File: src/rtl/nor3_stim_seq.sv
// Stimulus sequencer for a 3-input NOR cell: binary/Gray/LFSR vector passes with hold and repeat.
// Optional QN checker enabled by defining NOR3_CHECK_EN (adds QN, ERR, ERR_CNT ports).
module nor3_stim_seq #(
    parameter int         HOLD_W    = 8,
    parameter int         REP_W     = 8,
    parameter logic [7:0] LFSR_SEED = 8'hA5
) (
    input  logic              CLK,
    input  logic              RST,
    input  logic              START,
    input  logic              ABORT,
    input  logic [1:0]        MODE,
    input  logic [HOLD_W-1:0] HOLD,
    input  logic [REP_W-1:0]  REPS,
`ifdef NOR3_CHECK_EN
    input  logic              QN,
    output logic              ERR,
    output logic [7:0]        ERR_CNT,
`endif
    output logic              IN1,
    output logic              IN2,
    output logic              IN3,
    output logic              VEC_VALID,
    output logic              BUSY,
    output logic              DONE
);

    localparam logic [0:0] S_IDLE = 1'b0;
    localparam logic [0:0] S_RUN  = 1'b1;

    localparam logic [HOLD_W-1:0] HOLD_ONE = 1;
    localparam logic [REP_W-1:0]  REP_ONE  = 1;

    logic [0:0]        state_q, state_d;
    logic [1:0]        mode_q, mode_d;
    logic [HOLD_W-1:0] hold_q, hold_d;
    logic [REP_W-1:0]  reps_q, reps_d;
    logic [HOLD_W-1:0] hcnt_q, hcnt_d;
    logic [REP_W-1:0]  pcnt_q, pcnt_d;
    logic [2:0]        idx_q, idx_d;
    logic [2:0]        vec_q, vec_d;
    logic [7:0]        lfsr_q, lfsr_d;
    logic              done_q, done_d;
    logic              hold_end;
    logic              accept;
    logic [7:0]        lfsr_nxt;

    // Fibonacci LFSR, taps 8,6,5,4, shifting toward the MSB.
    function automatic logic [7:0] lfsr_step(input logic [7:0] l);
        return {l[6:0], l[7] ^ l[5] ^ l[4] ^ l[3]};
    endfunction

    function automatic logic [2:0] vec_sel(input logic [1:0] m, input logic [2:0] k,
                                           input logic [7:0] l);
        case (m)
            2'b01:   return k ^ (k >> 1);
            2'b10:   return l[2:0];
            default: return k;
        endcase
    endfunction

    assign hold_end = (hcnt_q == hold_q);
    assign accept   = (state_q == S_IDLE) && START && !ABORT;
    assign lfsr_nxt = lfsr_step(lfsr_q);

    always_comb begin
        state_d = state_q;
        mode_d  = mode_q;
        hold_d  = hold_q;
        reps_d  = reps_q;
        hcnt_d  = hcnt_q;
        pcnt_d  = pcnt_q;
        idx_d   = idx_q;
        vec_d   = vec_q;
        lfsr_d  = lfsr_q;
        done_d  = 1'b0;
        case (state_q)
            S_IDLE: begin
                if (accept) begin
                    state_d = S_RUN;
                    mode_d  = MODE;
                    hold_d  = HOLD;
                    reps_d  = REPS;
                    hcnt_d  = '0;
                    pcnt_d  = '0;
                    idx_d   = '0;
                    vec_d   = vec_sel(MODE, 3'd0, lfsr_q);
                end
            end
            default: begin
                if (ABORT) begin
                    state_d = S_IDLE;
                    vec_d   = '0;
                end else if (hold_end) begin
                    hcnt_d = '0;
                    idx_d  = idx_q + 3'd1;
                    // The LFSR only walks in LFSR mode and keeps its state across runs.
                    if (mode_q == 2'b10) lfsr_d = lfsr_nxt;
                    if (idx_q == 3'd7 && pcnt_q == reps_q) begin
                        state_d = S_IDLE;
                        vec_d   = '0;
                        done_d  = 1'b1;
                    end else begin
                        if (idx_q == 3'd7) pcnt_d = pcnt_q + REP_ONE;
                        vec_d = vec_sel(mode_q, idx_q + 3'd1, lfsr_nxt);
                    end
                end else begin
                    hcnt_d = hcnt_q + HOLD_ONE;
                end
            end
        endcase
    end

    always_ff @(posedge CLK or posedge RST) begin
        if (RST) begin
            state_q <= S_IDLE;
            hcnt_q  <= '0;
            pcnt_q  <= '0;
            idx_q   <= '0;
            vec_q   <= '0;
            lfsr_q  <= LFSR_SEED;
            done_q  <= 1'b0;
        end else begin
            state_q <= state_d;
            hcnt_q  <= hcnt_d;
            pcnt_q  <= pcnt_d;
            idx_q   <= idx_d;
            vec_q   <= vec_d;
            lfsr_q  <= lfsr_d;
            done_q  <= done_d;
        end
    end

    // Run configuration is only meaningful while BUSY, so it needs no reset.
    always_ff @(posedge CLK) begin
        mode_q <= mode_d;
        hold_q <= hold_d;
        reps_q <= reps_d;
    end

    assign IN1       = vec_q[0];
    assign IN2       = vec_q[1];
    assign IN3       = vec_q[2];
    assign BUSY      = (state_q == S_RUN);
    assign VEC_VALID = (state_q == S_RUN);
    assign DONE      = done_q;

`ifdef NOR3_CHECK_EN
    logic       err_q, err_d;
    logic [7:0] ecnt_q, ecnt_d;

    // QN is judged on the final hold cycle, after the cell has had the longest time to settle.
    always_comb begin
        err_d  = err_q;
        ecnt_d = ecnt_q;
        if (accept) begin
            err_d  = 1'b0;
            ecnt_d = '0;
        end else if (state_q == S_RUN && hold_end && (QN != ~(|vec_q))) begin
            err_d = 1'b1;
            if (ecnt_q != 8'hFF) ecnt_d = ecnt_q + 8'd1;
        end
    end

    always_ff @(posedge CLK or posedge RST) begin
        if (RST) begin
            err_q  <= 1'b0;
            ecnt_q <= '0;
        end else begin
            err_q  <= err_d;
            ecnt_q <= ecnt_d;
        end
    end

    assign ERR     = err_q;
    assign ERR_CNT = ecnt_q;
`endif

endmodule
File: config.mk
export PLATFORM = sky130hd
export DESIGN_NAME = nor3_stim_seq
export DESIGN_NICKNAME = d
export VERILOG_FILES = /design/src/rtl/nor3_stim_seq.sv
export SDC_FILE = /design/constraint.sdc
export NUM_CORES = 1
export LEC_CHECK = 0
export CORE_ASPECT_RATIO = 0.9
export CORE_MARGIN = 4
export CORE_UTILIZATION = 50
export DETAILED_ROUTE_END_ITERATION = 10
export GPL_TIMING_DRIVEN = 0
export PLACE_DENSITY_LB_ADDON = 0.1
export SLEW_MARGIN = 5
export SYNTH_ARGS = -nofsm -noshare
export SYNTH_HDL_FRONTEND = slang
export SYNTH_SLANG_ARGS = --single-unit
File: constraint.sdc
create_clock -name CLK -period 3 [get_ports CLK]
set_input_delay 0.6 -clock CLK [delete_from_list [all_inputs] [get_ports CLK]]
set_output_delay 0.6 -clock CLK [all_outputs]
set_load 0.01 [all_outputs]
**Word-level counts from Yosys, hierarchy flattened**

Cells that the tools add are included.

- Flip-flop bits (word level): 50
- Latch bits: 0
- Word-level logic and storage cells: 70
- Bits of input ports: 22
- Bits in writable memories: 0
- Output and inout port bits: 6
- Memories kept: 0
- Memory bits (read-only): 0

- Shift operators: 0
- Div/mod/pow operators: 0
- Equality and inequality tests: 11
- Reduce and logical (&&, ||, !) cells: 11
- Bitwise operators: 6
- $mul: 0
- Order comparisons: 0
- Add/sub/neg operators: 3
- Muxes and demuxes: 29

Operators by type and width:

| kind | number |
|---|---|
| 8-bit two-way mux | 9 |
| 3-bit two-way mux | 10 |
| 8-bit by 1-bit adder with 8-bit output (second input constant) | 2 |
| 8-bit == test | 2 |
| 1-bit two-way mux | 9 |
| 3-bit one-hot mux with 2 select lines | 1 |
| 2-bit AND reduction | 3 |
| 5-bit AND reduction | 1 |
| 2-bit == test (second input constant) | 2 |
| 2-bit by 1-bit != test with 1-bit output (second input constant) | 2 |
| 2-bit != test (second input constant) | 2 |
| 4-bit AND reduction | 1 |
| 3-bit by 1-bit adder with 3-bit output (second input constant) | 1 |
| 3-bit == test (second input constant) | 1 |
| 1-bit logical AND | 3 |
| 3-bit by 2-bit != test with 1-bit output (second input constant) | 1 |
| 3-bit AND reduction | 1 |
| 1-bit XOR | 3 |
| 3-bit by 2-bit XOR with 3-bit output | 1 |
| 2-bit by 1-bit == test with 1-bit output (second input constant) | 1 |
| 1-bit NOT | 2 |
| 2-bit nonzero test | 1 |
| 1-bit zero test | 1 |

**Logic depth before layout (Yosys ltp)**

Gate-level depths: netlist (run 1).

- Word-level depth: 8
- Mapped depth: 7
- Gate-level depth less buffers: 7

**Least setup slack after synthesis (run 1)**

Ideal clock, no wire load.

- Path kind: flip-flop to flip-flop
- Start: register state_q, in the netlist BUSY
- End: register hold_q[0] (enable)
- Library setup time: 0.393 ns
- Period minus slack after synthesis: 2.269 ns
- Required time: 2.607 ns
- Cell stages (with the launch flop): 5
- Path slack: 0.731 ns
- Data arrival time: 1.876 ns
- Path buffers: 2
- Cells stage by stage: dfrtp_1 -> clkbuf_1 -> o21ai_0 -> clkbuf_1 -> nor2_1

- Longest elaborated chain between the ends: 4

RTL lines:

| element | line | source |
|---|---|---|
| from (decl) | 34 | `logic [0:0] state_q, state_d;` |
| from (signal assigned) | 124 | `state_q <= state_d;` |
| 1-bit NOT * | -- |  |
| 1-bit logical AND (2 in a row) | 63 | `assign accept = (state_q == S_IDLE) && START && !ABORT;` |
| 2-bit AND reduction (no line) * | -- |  |
| to (signal assigned) | 137 | `hold_q <= hold_d;` |
| to (decl) | 36 | `logic [HOLD_W-1:0] hold_q, hold_d;` |

Mark *: on every way between the ends. The rest lies on a longest branch, timed or not.
A chain may end at the register's enable or synchronous reset.

**Worst setup path in the final report (run 1)**

- Start: input ABORT
- End: register reps_q[6] (enable)

- Longest elaborated chain between the ends: 3

RTL lines:

| element | line | source |
|---|---|---|
| from (decl) | 11 | `input logic ABORT,` |
| 1-bit zero test | 63 |  |
| 1-bit logical AND | 63 |  |
| 2-bit AND reduction (no line) | -- |  |
| to (signal assigned) | 138 | `reps_q <= reps_d;` |
| to (decl) | 37 | `logic [REP_W-1:0] reps_q, reps_d;` |

No other way between the ends.

==> results of run 1 <==
[cells in the final DEF, fill, tap and decap left out, types with 4 or more instances in the layout]
| cell | count |
|---|---|
| a21oi_1 | 4 |
| clkbuf_8 | 5 |
| clkdlybuf4s50_1 | 27 |
| dfrtp_1 | 28 |
| dfstp_2 | 4 |
| edfxtp_1 | 18 |
| ha_1 | 6 |
| inv_1 | 10 |
| mux2_4 | 8 |
| nand2_1 | 12 |
| nand3_1 | 5 |
| nand4_1 | 10 |
| nor2_1 | 11 |
| o21ai_0 | 12 |
| o31ai_1 | 4 |
| xnor2_1 | 10 |
| xor2_1 | 15 |
[area by class of cell]
type | instances | area, sq um | area share
Sequential cell | 50 | 1350 | 0.449
Multi-Input combinational cell | 146 | 1120 | 0.373
Timing Repair Buffer | 28 | 285 | 0.0952
Tap cell | 65 | 81.3 | 0.0271
Clock buffer | 5 | 68.8 | 0.0230
Inverter | 11 | 41.3 | 0.0138
Buffer | 5 | 38.8 | 0.0129
Clock inverter | 3 | 16.3 | 0.00543
[per-stage QoR]
stage / instances / hold WS (ns)
2_1_floorplan: 212 / 0.481
3_3_place_gp: 304 / 0.490
3_5_place_dp: 305 / 0.498
4_1_cts: 313 / 0.521
5_1_grt: 313 / 0.530
6_report: 313 / 0.516
[logic make-up (layout without fill, tap and decap cells)]
kind of cell               after synthesis  after routing
and+or+nand+nor                         60             60
DFF                                     50             50
AOI/OAI and AO/OA                       43             43
xor gates and xnor gates                25             25
buffers and inverters                   16             52
muxes                                   12             12
adders and majority gates                6              6
[state kept, by name (all words and copies together), names as in the netlist]
| signal | cells |
|---|---|
| pcnt_q | 8 |
| idx_q | 3 |
| BUSY | 1 |
| reps_q | 8 |
| mode_q | 2 |
| vec_q | 3 |
| lfsr_q | 8 |
| hcnt_q | 8 |
| DONE | 1 |
| hold_q | 8 |
[per-layer routing]
layer	global-route usage	share of wire	vias to the layer above
met5	0	0	-
met4	0.0436	0.0092	0
met3	0.0454	0.050	5
met2	0.286	0.47	44
met1	0.233	0.47	877
li1	-	-	859
[cells in the mapped netlist (2+ instances only)]
| master | count |
|---|---|
| clkbuf_1 | 3 |
| ha_1 | 6 |
| a211oi_1 | 2 |
| nor2_1 | 12 |
| or4_1 | 2 |
| and4_1 | 3 |
| xnor2_1 | 10 |
| and3_1 | 2 |
| mux2i_1 | 2 |
| nand2_1 | 12 |
| mux2_4 | 8 |
| inv_1 | 11 |
| a21oi_1 | 4 |
| o21ai_0 | 12 |
| a22oi_1 | 2 |
| edfxtp_1 | 18 |
| nor3_1 | 3 |
| nand3_1 | 5 |
| mux2_2 | 2 |
| nand4_1 | 10 |
| xor2_1 | 15 |
| nor4_4 | 2 |
| o21a_1 | 2 |
| o311ai_0 | 3 |
| a22o_1 | 2 |
| dfrtp_1 | 28 |
| o31ai_1 | 4 |
| dfstp_2 | 4 |
[path summary, 6_finish.rpt]
kind / endpoint / from / slack, ns
min: vec_q[2] / vec_q[2] / 0.52
max in group asynchronous: pcnt_q[1] / RST / 1.84
min in group asynchronous: vec_q[2] / RST / 0.72
max: reps_q[6] / ABORT / 0.63
min reg2reg: vec_q[2] / vec_q[2] / 0.52
max reg2reg: reps_q[6] / BUSY / 0.70
[worst register-to-register path, stage by stage, from the launching register on]
cell      delay [ns]
dfrtp_1         0.39
clkbuf_1        0.42
o21ai_0         0.34
clkbuf_1        0.31
nor2_2          0.35
buf_8           0.21
[power groups by stage]
| stage | Combinational [W] | Clock [W] | Sequential (W) |
|---|---|---|---|
| after floorplan | 0.000127 | 0 | 0.000798 |
| after detailed placement | 0.000197 | 0 | 0.000811 |
| after global placement | 0.000188 | 0 | 0.000812 |
| after CTS | 0.000197 | 0.000401 | 0.000798 |
| after global routing | 0.000221 | 0.000433 | 0.000806 |
| final | 0.000196 | 0.000386 | 0.000799 |
==> flow_metrics.py, run 1 <==
metrics = {
    "finish": {
        "area_delta_synth_final_pct": 17.9,
        "fin_area_sq_um": 3000,
        "nFillCells": 426,
        "fin_util": 0.612,
        "nNetsFinal": 275,
        "num_antenna_cells": 0,
        "drive_gt1_frac": 0.129,
    },
    "cts": {
        "clkLatencyLatePin_ns": 0.31,
        "tritoncts": "done",
        "cts_made_buffers": 5,
        "clk_pin_slew_ns": 0.10,
        "cts_root_buf": "clkbuf_8",
        "cts_setup_buffers": 0,
        "cts_hold_buffers": 0,
        "postCtsResizedCells": 0,
        "cts_buffer_depth": 2,
        "htree_levels": 2,
        "clock-sinks": 50,
    },
    "timing": {
        "hold_violations": 0,
        "slew_viol_final": 0,
        "rsz0062_at_grt": "no",
        "finalWorstSetupSlack_ns": 0.626,
        "fmax_mhz": 421,
        "fin_skew_ns": 0.0112,
        "setup_tns_ns": 0,
        "tightest_slew_ns": 0.684,
        "relSlewSlack": 0.543,
        "fin_crit_ns": 2.37,
        "setup_violations": 0,
        "fin_crit_sh": 0.791,
    },
    "synthesis": {
        "ys.flop_type": "dfrtp_1",
        "synth.avg_cell_area_sq_um": 12.0,
        "synth_top_cell_by_area": "dfrtp_1",
        "synth_cell_type_count": 51,
        "synth_simple_gate_area_share": 0.141,
        "yosys-top-cells-area": "dfrtp_1 28%, edfxtp_1 21%, xor2_1 5.2%",
        "synth_top_area_share": 0.276,
        "syn_inst": 212,
        "yosysWarnings": 0,
        "async_flop_share": 0.640,
        "synth_nets": 240,
        "synth_top_family_by_area": "simple AND/OR/NAND/NOR gates",
        "synth.ff_latch_count": 50,
        "synth_edf_count": 18,
        "syn-cell-area_sq_um": 2540,
        "yosys.area_share.adder": 0.0295,
        "synth_mux_area_frac": 0.0640,
        "ys_seq_area_frac": 0.530,
        "synth_xor_area_frac": 0.0861,
        "synth_compound_area_frac": 0.118,
    },
    "detailed_routing": {
        "drtIter0Drc": 104,
        "drt_pass1_iterations": 4,
        "wl_mm": 4.98,
        "drt_drc_violations_left": 0,
        "ant_nets": 0,
        "viasPerCell": 5.70,
        "via_count": 1785,
        "wl_per_cell_microns": 15.9,
    },
    "power": {
        "p_seq_frac": 0.579,
        "switching_power_w": 0.000379,
        "cellPowerDensity_nw_per_um2": 461,
        "peakVddDrop_mv": 0.226,
        "swShare": 0.275,
        "clockPowerShare": 0.279,
        "power.total_w": 0.00138,
        "p_int_w": 0.00100,
        "p_leak_nw": 1.19,
        "power_frac_comb": 0.142,
    },
    "critical_path": {
        "cp_num_buf_inv": 4,
        "crit_type": "in -> reg",
        "worst_r2r_path_depth": 5,
        "crit_fanout": 14,
        "endpoint_kind": "flip-flop",
        "crit_family": "buffers and inverters",
        "crit_path_top_delay_cell": "clkdlybuf4s50_1",
        "critPathRequiredTime_ns": 3.01,
        "crit_chain": "clkdlybuf4s50_1, inv_1, o21ai_0, clkbuf_1, nor2_2, buf_8",
        "max_stage_delay_ns": 0.50,
        "cp.arrival_ns": 2.39,
        "cp.depth": 6,
        "worstSetupStartpointType": "primary input",
    },
    "die": {
        "num_rows": 24,
        "die_h_microns": 75.7,
        "fp.coreArea_sq_um": 4890,
        "pin_count": 28,
        "start_util": 0.519,
        "die_width_microns": 83.2,
        "die_area_sq_um": 6290,
    },
    "placement": {
        "placed_area_sq_um": 2910,
        "post-place-ws_ns": 0.319,
        "dpl.hpwl_mm": 3.58,
        "place.port_buffers": 27,
        "globalplace.congestion": 0.858,
    },
    "run_status": {
        "status": "completed",
    },
    "global_route": {
        "grt_pass1_vias": 1698,
        "grt_max_degree": 33,
        "grt.overflow.total": 0,
        "grt_pass1_wl_mm": 8.52,
        "antenna_found_initial": 0,
        "grt.total_usage": 0.173,
    },
    "worst_hold_path": {
        "hold_depth": 1,
        "hold_class": "reg -> reg",
    },
    "run": {
        "maxCapViolCount": 0,
    },
}
No activity file was read; power rests on OpenSTA's default activity.
==> run 2, diff against run 1 <==
Clock period 3 ns to 2.4 ns, I/O delays scaled along.
==> run 2 against run 1 <==
- hold slack is essentially flat
- highest routed layer unchanged
- largest cell class unchanged
- clock power grew 24%
- via count shrank 0.62%
==> flow_metrics.py, run 2 (synthesis gave the netlist of run 1 again) <==
metrics = {
    "worst_hold_path": {
        "min_to": "vec_q[2]",
        "holdCritStartpoint": "vec_q[2]",
        "hold_depth": 1,
        "hold_class": "reg -> reg",
    },
    "global_route": {
        "antenna_found_initial": 0,
        "grt.overflow.total": 0,
        "grt_pass1_vias": 1698,
        "grt_pass1_wl_mm": 8.52,
        "grt_max_degree": 33,
        "grt.total_usage": 0.173,
    },
    "cts": {
        "htree_levels": 2,
        "cts_root_buf": "clkbuf_8",
        "clock-sinks": 50,
        "cts_setup_buffers": 0,
        "tritoncts": "done",
        "cts_buffer_depth": 2,
        "postCtsResizedCells": 0,
        "clk_pin_slew_ns": 0.10,
        "cts_made_buffers": 5,
        "clkLatencyLatePin_ns": 0.30,
    },
    "critical_path": {
        "crit_family": "buffers and inverters",
        "worstSetupStartpointType": "primary input",
        "crit_path_top_delay_cell": "clkdlybuf4s50_1",
        "cp.depth": 6,
        "critPathRequiredTime_ns": 2.41,
        "crit_chain": "clkdlybuf4s50_1, inv_1, o21ai_0, clkbuf_1, nor2_2, buf_8",
        "rr_startpoint": "hcnt_q[0]",
        "worstReg2RegEnd": "vec_q[2]",
        "cp.arrival_ns": 2.28,
        "crit_type": "in -> reg",
        "endpoint_kind": "flip-flop",
        "max_stage_delay_ns": 0.50,
        "crit_fanout": 14,
        "worst_r2r_path_depth": 5,
        "cp_num_buf_inv": 4,
        "r2r_slack_ns": 0.24,
    },
    "timing": {
        "fin_crit_ns": 2.26,
        "setup_tns_ns": 0,
        "rsz0062_at_grt": "no",
        "tightest_slew_ns": 0.685,
        "fmax_mhz": 442,
        "fin_skew_ns": 0.0111,
        "fin_crit_sh": 0.942,
        "slew_viol_final": 0,
        "whs_ns": 0.516,
        "hold_violations": 0,
        "relSlewSlack": 0.543,
        "finalWorstSetupSlack_ns": 0.139,
        "setup_violations": 0,
    },
    "finish": {
        "nNetsFinal": 274,
        "nFillCells": 426,
        "drive_gt1_frac": 0.130,
        "fin_area_sq_um": 2990,
        "num_antenna_cells": 0,
        "area_delta_synth_final_pct": 17.7,
        "layout_commonest_cell": "dfrtp_1",
        "final_cell_mix": "28 x dfrtp_1, 27 x clkdlybuf4s50_1, 18 x edfxtp_1",
    },
    "run": {
        "maxCapViolCount": 0,
    },
    "die": {
        "num_rows": 24,
        "die_area_sq_um": 6290,
        "die_h_microns": 75.7,
        "die_width_microns": 83.2,
        "pin_count": 28,
        "start_util": 0.519,
        "fp.coreArea_sq_um": 4890,
    },
    "detailed_routing": {
        "ant_nets": 0,
        "drt_pass1_iterations": 6,
        "drt_drc_violations_left": 0,
        "wl_mm": 4.97,
        "wl_per_cell_microns": 15.9,
        "viasPerCell": 5.69,
        "drtIter0Drc": 119,
        "via_count": 1774,
    },
    "placement": {
        "placed_area_sq_um": 2910,
        "place.port_buffers": 27,
        "globalplace.congestion": 0.858,
        "post-place-ws_ns": -0.161,
        "dpl.hpwl_mm": 3.58,
    },
    "power": {
        "peakVddDrop_mv": 0.278,
        "cellPowerDensity_nw_per_um2": 575,
        "power.total_w": 0.00172,
        "p_leak_nw": 1.18,
    },
    "run_status": {
        "status": "completed",
    },
}
==> run 2: cell types whose count changed in the layout (fill, tap and decap cells not counted) <==
cell / previous run / this run
clkbuf_1: 3 / 2
==> run 2: layout make-up <==
type | instances | area (sq um) | area share
Tap cell | 65 | 81.3 | 0.0272
Sequential cell | 50 | 1350 | 0.450
Clock inverter | 3 | 16.3 | 0.00543
Buffer | 4 | 35.0 | 0.0117
Multi-Input combinational cell | 146 | 1120 | 0.374
Timing Repair Buffer | 28 | 285 | 0.0953
Clock buffer | 5 | 68.8 | 0.0230
Inverter | 11 | 41.3 | 0.0138
==> run 2: worst register-to-register path, stage by stage (launching register included) <==
cell	delay, ns
dfrtp_1	0.47
xor2_1	0.21
nor4_4	0.45
nand2_4	0.15
a21oi_1	0.40
mux2_2	0.38
==> run 2: power breakdown <==
group,internal (W),total [W],switching (W),leakage [nW]
sequential,0.000935,0.00100,0.0000673,0.591
clock,0.000200,0.000478,0.000278,0.0416
combinational,0.000116,0.000240,0.000124,0.552
total,0.00125,0.00172,0.000469,1.18
==> run 2: metrics by stage <==
step | instances | util
after global placement | 304 | 0.591
after detailed placement | 305 | 0.595
after global routing | 312 | 0.611
final | 312 | 0.611
after floorplan | 212 | -
after CTS | 313 | 0.612
==> run 2: what timing repair did <==
item                                    CTS  global route
hold endpoints to repair                  0             0
endpoints found under the setup margin    0            14
hold buffers                              0             0
==> run 2: metal layers <==
layer / wire length [microns] / vias up / part of all wire / global-route usage
li1: - / 856 / - / -
met1: 2340 / 872 / 0.47 / 0.233
met2: 2350 / 41 / 0.47 / 0.286
met3: 233 / 5 / 0.047 / 0.0454
met4: 46 / 0 / 0.0093 / 0.0436
met5: 0 / - / 0 / 0
==> run 2: worst max path at each step <==
stage,endpoint,startpoint
after global routing,idx_q[0],hcnt_q[0]
after detailed placement,hold_q[6],ABORT
final,hold_q[6],ABORT
after floorplan,hold_q[0],BUSY
after CTS,reps_q[1],BUSY
after global placement,hold_q[6],ABORT
==> RTL change 1: new RTL, config.mk and constraints of run 2 <==
Add a define of `NOR3_CHECK_EN`.
--- a/src/rtl/nor3_stim_seq.sv
+++ b/src/rtl/nor3_stim_seq.sv
@@ -2,2 +2,4 @@
 // Optional QN checker enabled by defining NOR3_CHECK_EN (adds QN, ERR, ERR_CNT ports).
+`define NOR3_CHECK_EN
+
 module nor3_stim_seq #(
Interface: changed (added ERR, ERR_CNT and QN); port bits go from 28 to 38. The function was not compared with the original's and may differ.
==> RTL change 1 against run 2 <==
  * Cell area grew 20%
  * Sequential cell count grew 9
  * Cell count grew 24%
  * Setup slack improved by 0.024 ns
  * First-iteration DRC count is 29% lower
  * Synthesized area up 15%
  * Clock power is 94% higher
  * Synthesized cell count rose by 24%
  * Total power grew 44%
  * Worst hold slack worse by 0.094 ns
  * Wire length rose by 23%
==> RTL change 1: results (changes against run 2) <==
[run_status]
outcome = finished clean

[final_layout]
fillers = 481  ; +13%
clock_area_share_pct = 5.658  ; +2.8 points
multi_input_area_share_pct = 35.02  ; -2.4 points
fin_nets = 342  ; +25%
nonClockBufferCount = 45  ; +41%
multi_input_cells = 184  ; +26%
nonClockInverterCount = 13  ; +2
nonClkBufAreaFrac_pct = 11.94  ; +1.2 points

[critical_path]
crit_fanout = 10  ; -4
r2r-start = pcnt_q[3]
cp.arrival_ns = 2.46  ; +0.18 ns

[synth]
synthTopCellsByCount = dfrtp_1 (37), nand3_1 (22), nand2_1 (19), o21ai_0 (19), xor2_1 (19)
synth_cells = 263  ; +24%
synth_cell_type_count = 45  ; -12%
synth_seq_cells = 59  ; +18%
synth.net_count = 293  ; +22%
async_flop_share_pct = 69.49  ; +5.5 points
yosysSeqAreaShare_pct = 53.98  ; +1.0 points

[place]
place_congestion = 0.7880  ; -8.2%
dpl.hpwl_um = 4300  ; +20%
placed_area_um2 = 3391  ; +16%
pre_cts_slack_ns = -0.2369  ; -0.07623 ns

[global_route]
grt_use_total_pct = 19.21  ; +1.9 points
grt_pass1_wl_um = 10400  ; +22%
grt_max_degree = 29  ; -12%
first_global_vias = 2168  ; +28%

[power_and_ir_drop]
p_leak_nw = 1.511  ; +28%

[sta]
worst_pin_slew_ns = 0.6241  ; -0.06084 ns

[clocking]
cts_buffers = 9  ; +4
clk_pin_slew_ns = 0.06  ; -0.04 ns
h-tree-depth = 3  ; +1

[route]
drt_wl_total_um = 6104  ; +23%
drtIter0Drc = 84  ; -29%
vias_per_cell = 5.698  ; +0.21%
firstDrtPassIters = 4  ; -2

RTL change 1: report_power, final:
group | switching (mW) | internal, mW | total [mW]
Combinational | 0.189 | 0.167 | 0.356
Sequential | 0.0901 | 1.11 | 1.20
Clock | 0.389 | 0.540 | 0.929
Total | 0.669 | 1.81 | 2.48
RTL change 1: worst max-delay path by stage:
stage	start	to	slack, ns	cells past startpoint
5_1_grt	hcnt_q[6]	ERR_CNT[4]	0.05	6
4_1_cts	BUSY	reps_q[7]	0.14	5
3_5_place_dp	ABORT	reps_q[1]	-0.24	5
2_1_floorplan	BUSY	hold_q[0]	0.19	5
3_3_place_gp	ABORT	reps_q[1]	-0.77	5
6_report	pcnt_q[3]	pcnt_q[7]	0.16	6
RTL change 1: cells by family after synthesis:
family | after synthesis | share of synthesized area [%]
AOI/OAI and AO/OA | 54 | 11.30
DFF | 59 | 53.98
muxes | 13 | 4.899
adders and majority gates | 7 | 3.008
buffers and inverters | 20 | 2.793
xor gates and xnor gates | 23 | 6.919
and+or+nand+nor | 87 | 17.10
RTL change 1: critical path: stages (launching register included):
cell	delay, ns
dfrtp_1	0.45
xor2_1	0.19
nor4_1	0.58
a21bo_2	0.26
clkbuf_1	0.35
nor4_1	0.11
o21a_1	0.18
RTL change 1: timing repair:
item                       in CTS  in global routing
pin swaps                       0                  1
gates resized for setup         1                  1
setup endpoints to repair      18                 17
buffers inserted                0                  1
RTL change 1: metal layers:
metal,vias up,GRT usage [%],share of wire [%]
met4,0,6.949,1.5
met3,10,5.846,5.8
met5,-,0,0
met2,54,29.15,47
met1,1075,25.94,46
li1,1066,-,-
==> RTL change 2: new RTL, flow settings as in run 2 <==
Made on the original files. Put a register stage on the outputs `IN1`, `IN2`, `IN3`, `VEC_VALID` and `BUSY`. The values now appear one clock later. The other outputs are not delayed to match.
--- a/src/rtl/nor3_stim_seq.sv
+++ b/src/rtl/nor3_stim_seq.sv
@@ -140,7 +140,9 @@
 
-    assign IN1       = vec_q[0];
-    assign IN2       = vec_q[1];
-    assign IN3       = vec_q[2];
-    assign BUSY      = (state_q == S_RUN);
-    assign VEC_VALID = (state_q == S_RUN);
+    always_ff @(posedge CLK) begin
+        IN1       <= vec_q[0];
+        IN2       <= vec_q[1];
+        IN3       <= vec_q[2];
+        VEC_VALID <= (state_q == S_RUN);
+        BUSY      <= (state_q == S_RUN);
+    end
     assign DONE      = done_q;
Check against the original RTL: not equivalent (Yosys sat finds a counterexample within 4 cycles, from zero or initial values and one cycle with RST high).
==> RTL change 2 against run 2 <==
  * Clock skew down 0.0039 ns
  * Total power grew 5.9%
  * Sequential cell count increased by 4
  * Wire length about the same
  * Cell area is 3.2% higher
  * First-iteration DRC count rose by 13%
  * Synthesized area up 3.1%
  * Setup slack gained 0.049 ns
==> RTL change 2: results (changes against run 2) <==
[critical_path]
crit_family = buffers and inverters
reg2reg_to = reps_q[5]
crit_fanout = 12  ; -2
cpPeakStageDelay_ns = 0.50  ; about the same
r2r-start = state_q
r2r_slack_ns = 0.21  ; -0.03 ns
cp.arrival_ns = 2.23  ; -0.05 ns

[synth]
synth-adder-area-share_pct = 2.863  ; -0.090 points
synthXorXnorAreaFrac_pct = 8.349  ; -0.26 points
synth.net_count = 244  ; +1.7%
synth_area_leaders = dfrtp_1 (27%), edfxtp_1 (21%), xor2_1 (5.0%)
synth_cell_type_count = 52  ; +2.0%
yosysSeqAreaShare_pct = 54.39  ; +1.4 points
muxShareOfSynthArea_pct = 6.202  ; -0.20 points
synth_compound_area_share_pct = 11.45  ; -0.36 points
async_flop_share_pct = 59.26  ; -4.7 points

[place]
dpl.hpwl_um = 3592  ; +0.30%
place_congestion = 0.8612  ; +0.33%
pre_cts_slack_ns = -0.2065  ; -0.04580 ns

[sta]
finalClockSkew_ns = 0.007137  ; -0.003927 ns
fin_crit_sh_pct = 92.17  ; -2.1 points
worst_pin_slew_ns = 0.6751  ; -0.009835 ns
whs_ns = 0.3728  ; -0.1434 ns

[route]
firstDrtPassIters = 4  ; -2
vias_per_cell = 5.672  ; -0.25%
drtIter0Drc = 135  ; +13%
wl_met2_um = 2205  ; -6.2%
drt_wl_total_um = 4970  ; about the same
wl_met1_um = 2356  ; +0.86%
dr_wl_met3_um = 375  ; +61%

[hold_path]
hold_start = state_q
min_to = BUSY
holdPathStages = 0  ; -1
hp-class = register to register

[power_and_ir_drop]
peakVddDrop_mv = 0.3478  ; +25%
p_leak_nw = 1.225  ; +3.5%

[final_layout]
fin_nets = 279  ; +1.8%
fillers = 408  ; -4.2%
final_layout_size_suffix_gt1_share_pct = 12.70  ; -0.26 points

[global_route]
use_met3_pct = 6.002  ; +1.5 points
grtUsageMet1_pct = 23.78  ; +0.48 points
grt_use_total_pct = 16.44  ; -0.89 points
gr-usage-met2_pct = 23.74  ; -4.8 points
grt_pass1_wl_um = 8411  ; -1.3%
first_global_vias = 1692  ; -0.35%
antenna_found_initial = 0  ; unchanged

[clocking]
cts_buffers = 5  ; unchanged
clk_latency_ns = 0.31

[run_status]
outcome = finished clean

-- RTL change 2: changes by cell type after synthesis, sizes merged --
cell          run 2  this run
dfxtp             0         4
-- RTL change 2: cell type report --
type	instances	share of cell area, %
Timing Repair Buffer	28	9.238
Tap cell	65	2.634
Multi-Input combinational cell	146	36.39
Clock inverter	1	0.1621
Inverter	11	1.337
Clock buffer	7	2.796
Buffer	5	1.256
Sequential cell	54	46.19
-- RTL change 2: per-stage QoR --
| stage | instances | area [µm²] |
|---|---|---|
| detailed placement | 309 | 2992 |
| floorplan | 216 | 2623 |
| global placement | 308 | 2974 |
| CTS | 317 | 3083 |
| finish | 317 | 3088 |
| global route | 317 | 3088 |
-- RTL change 2: timing repair --
action,CTS,global route
hold buffers,0,0
resized for setup,0,1
setup endpoints to repair,0,12
hold endpoints to repair,0,0
-- RTL change 2: report_power, final --
part           switching (mW)  internal, mW
registers              0.0615          1.00
clock network           0.277         0.233
logic                   0.129         0.117
